File: config.mk
export PLATFORM = sky130hd
export DESIGN_NAME = pipe_controller
export DESIGN_NICKNAME = d
export VERILOG_FILES = /design/src/rtl/pipe_controller.sv
export SDC_FILE = /design/constraint.sdc
export NUM_CORES = 1
export LEC_CHECK = 0
export BUFFER_PORTS_ARGS = -buffer_cell sky130_fd_sc_hd__buf_4
export CORE_MARGIN = 4
export CORE_UTILIZATION = 54
export CTS_CLUSTER_DIAMETER = 60
export DETAILED_ROUTE_END_ITERATION = 6
export GPL_TIMING_DRIVEN = 0
export HOLD_SLACK_MARGIN = 0.1
export PLACE_DENSITY = 0.85
export SLEW_MARGIN = 20
export SYNTH_ARGS = -nofsm -noshare
export SYNTH_HDL_FRONTEND = slang
export SYNTH_SLANG_ARGS = --single-unit
File: constraint.sdc
create_clock -name clk -period 3.59 [get_ports clk]
set_input_delay 0.718 -clock clk [delete_from_list [all_inputs] [get_ports clk]]
set_output_delay 0.718 -clock clk [all_outputs]
set_load 0.005 [all_outputs]
File: src/rtl/pipe_controller.sv
// rtl/pipe_controller.sv - registered ID/EX main decoder with bubble insertion and halt drain FSM
module pipe_controller #(
  parameter int DRAIN_CYCLES = 3,
  parameter bit EN_JUMP      = 1'b1,
  parameter int CNT_W        = 4
) (
  input  logic       clk,
  input  logic       reset_n,
  input  logic       id_valid,
  input  logic [6:0] Opcode,
  input  logic       stall,
  input  logic       flush,
  output logic       ALUSrc,
  output logic       MemtoReg,
  output logic       RegWrite,
  output logic       MemRead,
  output logic       MemWrite,
  output logic [1:0] ALUOp,
  output logic       Branch,
  output logic       Jump,
  output logic       JalrSel,
  output logic       LinkSel,
  output logic       illegal_op,
  output logic       fetch_stop,
  output logic       halted
);

  localparam logic [6:0] OP_R    = 7'b0110011;
  localparam logic [6:0] OP_I    = 7'b0010011;
  localparam logic [6:0] OP_LW   = 7'b0000011;
  localparam logic [6:0] OP_SW   = 7'b0100011;
  localparam logic [6:0] OP_BR   = 7'b1100011;
  localparam logic [6:0] OP_JAL  = 7'b1101111;
  localparam logic [6:0] OP_JALR = 7'b1100111;
  localparam logic [6:0] OP_NOP  = 7'b0000000;
  localparam logic [6:0] OP_HALT = 7'b1111111;

  typedef enum logic [1:0] {RUN, DRAIN, HALTED} state_t;

  state_t           state;
  logic [CNT_W-1:0] cnt;

  logic       d_alusrc, d_memtoreg, d_regwrite, d_memread, d_memwrite;
  logic [1:0] d_aluop;
  logic       d_branch, d_jump, d_jalrsel, d_linksel;
  logic       d_illegal, d_halt;
  logic       accept;

  assign accept = id_valid & ~stall & ~flush & (state == RUN);

  // Combinational opcode decode; only consumed when the instruction is accepted.
  always_comb begin
    d_alusrc   = 1'b0;
    d_memtoreg = 1'b0;
    d_regwrite = 1'b0;
    d_memread  = 1'b0;
    d_memwrite = 1'b0;
    d_aluop    = 2'b00;
    d_branch   = 1'b0;
    d_jump     = 1'b0;
    d_jalrsel  = 1'b0;
    d_linksel  = 1'b0;
    d_illegal  = 1'b0;
    d_halt     = 1'b0;
    case (Opcode)
      OP_R: begin
        d_regwrite = 1'b1;
        d_aluop    = 2'b10;
      end
      OP_I: begin
        d_alusrc   = 1'b1;
        d_regwrite = 1'b1;
        d_aluop    = 2'b11;
      end
      OP_LW: begin
        d_alusrc   = 1'b1;
        d_memtoreg = 1'b1;
        d_regwrite = 1'b1;
        d_memread  = 1'b1;
      end
      OP_SW: begin
        d_alusrc   = 1'b1;
        d_memwrite = 1'b1;
      end
      OP_BR: begin
        d_branch = 1'b1;
        d_aluop  = 2'b01;
      end
      OP_JAL: begin
        if (EN_JUMP) begin
          d_jump     = 1'b1;
          d_regwrite = 1'b1;
          d_linksel  = 1'b1;
        end else begin
          d_illegal = 1'b1;
        end
      end
      OP_JALR: begin
        if (EN_JUMP) begin
          d_jump     = 1'b1;
          d_jalrsel  = 1'b1;
          d_alusrc   = 1'b1;
          d_regwrite = 1'b1;
          d_linksel  = 1'b1;
        end else begin
          d_illegal = 1'b1;
        end
      end
      OP_NOP:  ;
      OP_HALT: d_halt = 1'b1;
      default: d_illegal = 1'b1;
    endcase
  end

  // Drain FSM and the registered ID/EX control bundle; a bubble is the default every cycle.
  always_ff @(posedge clk or negedge reset_n) begin
    if (!reset_n) begin
      state      <= RUN;
      cnt        <= '0;
      ALUSrc     <= 1'b0;
      MemtoReg   <= 1'b0;
      RegWrite   <= 1'b0;
      MemRead    <= 1'b0;
      MemWrite   <= 1'b0;
      ALUOp      <= 2'b00;
      Branch     <= 1'b0;
      Jump       <= 1'b0;
      JalrSel    <= 1'b0;
      LinkSel    <= 1'b0;
      illegal_op <= 1'b0;
      fetch_stop <= 1'b0;
      halted     <= 1'b0;
    end else begin
      ALUSrc     <= 1'b0;
      MemtoReg   <= 1'b0;
      RegWrite   <= 1'b0;
      MemRead    <= 1'b0;
      MemWrite   <= 1'b0;
      ALUOp      <= 2'b00;
      Branch     <= 1'b0;
      Jump       <= 1'b0;
      JalrSel    <= 1'b0;
      LinkSel    <= 1'b0;
      illegal_op <= 1'b0;
      case (state)
        RUN: begin
          if (accept) begin
            ALUSrc     <= d_alusrc;
            MemtoReg   <= d_memtoreg;
            RegWrite   <= d_regwrite;
            MemRead    <= d_memread;
            MemWrite   <= d_memwrite;
            ALUOp      <= d_aluop;
            Branch     <= d_branch;
            Jump       <= d_jump;
            JalrSel    <= d_jalrsel;
            LinkSel    <= d_linksel;
            illegal_op <= d_illegal;
            if (d_halt) begin
              state      <= DRAIN;
              cnt        <= CNT_W'(DRAIN_CYCLES - 1);
              fetch_stop <= 1'b1;
            end
          end
        end
        DRAIN: begin
          // The counter hits zero in the last cycle in which EX/MEM/WB still hold work.
          if (cnt == '0) begin
            state <= HALTED;
          end else begin
            cnt <= cnt - 1'b1;
          end
        end
        HALTED: begin
          halted <= 1'b1;
        end
        default: begin
          state <= RUN;
        end
      endcase
    end
  end

endmodule
==> metrics.md <==
| Metric | Value |
|---|---|
| Status | finished clean |
| DR iter-0 viols | 7 |
| Postcts setup bufs | 0 |
| Max-slew violation count | 0 |
| Max FFs per register | 4 |
| Drt via density | 5.80 |
| Most common cell after layout, fill and taps aside | buf_4 |
| Cells after Synth | 89 |
| Critical path class | reg -> out |
| Share of layout cells above drive strength 1 | 0.345 |
| Least-Margin Pin Slew | 314 ps |
| Crit path max-delay family | flip-flops |
| Vias | 765 |
| ANT cells | 0 |
| Slack of the critical path | 1940 ps |
| Hold Violations, Final | 0 |
| Final Critical Period | 1650 ps |
| Crit path max fanout | 2 |
| R2r setup slk | 2140 ps |
| CTS buffer count | 3 |
| Clock Tree Buf Depth | 2 |
| Post-cts hold buffer count | 0 |
| Clock Pin Slew Worst Setup and Hold Paths | 100 ps |
| Grt ovf | 0 |
| # Max-Cap Violations | 0 |
| Critical Path Start Type | flip-flop |
| Setup_tns | 0 ps |
| Pre-CTS WS | 1810 ps |
| Core area | 1560 sq um |
| Total clock sinks | 18 |
| H-tree lvl count | 1 |
| Post-route antenna net violation count | 0 |
| Starting Density | 0.596 |
| Buffers & Inverters on Critical Path | 2 |
| Area grow syn2layout | 24.6% |
| Max_slew headroom | 0.791 |
| Final GP Congestion | 0.798 |
| Crit path to | LinkSel |
| CP Launch Point | LinkSel$_DFF_PN0_ |
| Worst reg2reg path depth | 5 |
| Skew final | 1.30 ps |
| Power Density | 310 nW/um^2 |
| Filler instances | 116 |
| RSZ-0062 raised after global routing | no |
| CTS tree | yes |
| FF-to-FF End | cnt[0]$_DFFE_PN0P_ |
| Setup violators final | 0 |
| First-pass DRT Iterations | 4 |
| DRC errors left | 0 |
| Synthesized cell area | 930 sq um |
| Critical path's most frequent cell | buf_4 |
| Total Wirelength | 1.94 mm |
| Post-CTS sizing | 0 |
| Antenna violations before repair | 0 |
| Seq/Total Area, Yosys | 0.485 |
| Clk root buf | clkbuf_4 |
| GRT Overall Usage | 0.175 |
| Die X | 49.5 microns |
| Vias in the first global route | 741 |
| YS warnings | 0 |
| Biggest register | cnt |
| CP max stage delay | 390 ps |
| Peak supply drop | 201 uV |
| Hpwl dp | 1.50 mm |
| Row count | 14 |
| Die footprint | 2450 sq um |
| Ports | 26 |
| Worst EP arrival | 930 ps |
| Wire length per cell | 14.7 microns |
| Worst Hold Class | in -> async |
| R2r startpoint | cnt[0]$_DFFE_PN0P_ |
| Most frequent cells in the layout | buf_4 (25), dfrtp_1 (18), nand2_1 (8) |
| Slowest-stage cell, CP | dfrtp_1 |
| Synthesized area per cell | 10.4 sq um |
| Seq. cell area | 450 sq um |
| #FFs+latches synth | 18 |
| Crit path cell chain | buf_4 -> buf_4 |
| Worst-Skew Late Latency | 280 ps |
| Crit path capture type | output pin |
| Tcrit/Tclk final | 0.459 |
| Post-synth net total | 103 |
| IO buf count | 23 |
| Crit path depth | 2 |
| Critical Path RT | 2870 ps |
| Largest net degree at the start of global routing | 19 |
| Multi-input gate area | 438 sq um |
| Die height | 49.5 microns |
| Largest registers | cnt x4, ALUOp x2, state x2 |
| Fin nets | 131 |
| Netlist cell types | 36 |
| Leakage | 0.599 nW |
| Highest clock rate | 607 MHz |
| First-pass GRT wire length | 3.28 mm |
where the power goes:
part	leakage [nW]	internal, mW	switching [mW]
clock network	0.0210	0.0617	0.0621
registers	0.241	0.203	0.00000490
logic	0.336	0.0133	0.0190
total	0.599	0.278	0.0811
how the worst min path moves through the flow:
stage / end / slack (ps) / startpoint / cells after the start
finish: RegWrite$_DFF_PN0_ / 280 / reset_n / 1
global route: MemWrite$_DFF_PN0_ / 290 / reset_n / 1
CTS: state[0]$_DFFE_PN0P_ / 280 / reset_n / 1
detailed placement: fetch_stop$_DFFE_PN0P_ / 460 / fetch_stop$_DFFE_PN0P_ / 1
global placement: halted$_DFFE_PN0N_ / 450 / halted$_DFFE_PN0N_ / 1
floorplan: ALUOp[0]$_DFF_PN0_ / 420 / reset_n / 0
routing by layer:
metal	track usage	vias to the layer above	wire, microns
met5	0	-	0
met3	0.0241	2	67
met4	0.0691	0	22
li1	-	375	-
met2	0.315	17	1010
met1	0.210	371	833
synthesized netlist by cell type:
cell type / instances / share of area
nor3_1: 2 / 0.011
inv_1: 3 / 0.012
nor4bb_1: 1 / 0.011
or2b_1: 1 / 0.0081
nand2b_1: 4 / 0.027
nor2_1: 7 / 0.028
and2b_1: 2 / 0.016
ha_1: 2 / 0.027
nor2b_1: 5 / 0.034
nor3b_4: 1 / 0.020
buf_4: 2 / 0.016
and4_1: 1 / 0.0094
and4_4: 1 / 0.012
xnor2_1: 1 / 0.0094
nand2_1: 8 / 0.032
buf_2: 3 / 0.016
o21ai_0: 1 / 0.0054
nand2_4: 1 / 0.012
o2111ai_1: 1 / 0.0094
nor4_1: 5 / 0.034
a2111oi_2: 1 / 0.016
a22oi_1: 1 / 0.0081
a21bo_1: 1 / 0.011
o22ai_1: 2 / 0.013
or3b_4: 1 / 0.012
dfrtp_1: 18 / 0.48
nand3_1: 3 / 0.016
nor3_2: 1 / 0.011
and3_1: 2 / 0.013
and4bb_4: 1 / 0.018
a31oi_1: 1 / 0.0067
o21ai_1: 1 / 0.0054
o211ai_1: 1 / 0.0081
a21oi_1: 1 / 0.0054
nand4_2: 1 / 0.013
nand3b_1: 1 / 0.0081
logic make-up after synthesis:
family / Yosys count / synth area share
compound gates: 11 / 0.0888
xor+xnor: 1 / 0.00942
flops: 18 / 0.485
simple gates: 49 / 0.346
buf+inv: 8 / 0.0444
fa+ha+maj: 2 / 0.0269
through the flow:
stage / std cells / hold slack, ps / instance area [sq um] / util / power (mW)
finish: 132 / 276 / 1160 / 0.743 / 0.359
global route: 132 / 285 / 1160 / 0.743 / 0.372
CTS: 132 / 281 / 1160 / 0.743 / 0.358
detailed placement: 128 / 462 / 1120 / 0.720 / 0.239
global placement: 128 / 451 / 1120 / 0.720 / 0.237
floorplan: 89 / 422 / 930 / - / 0.221
cell type report:
type,count,area share
inverters,3,0.00972
clock buffers,4,0.0313
plain buffers,5,0.0259
multi-input cells,63,0.378
well taps,16,0.0173
flip-flops and latches,18,0.389
repair buffers,23,0.149
No activity file was read; power rests on OpenSTA's default activity.
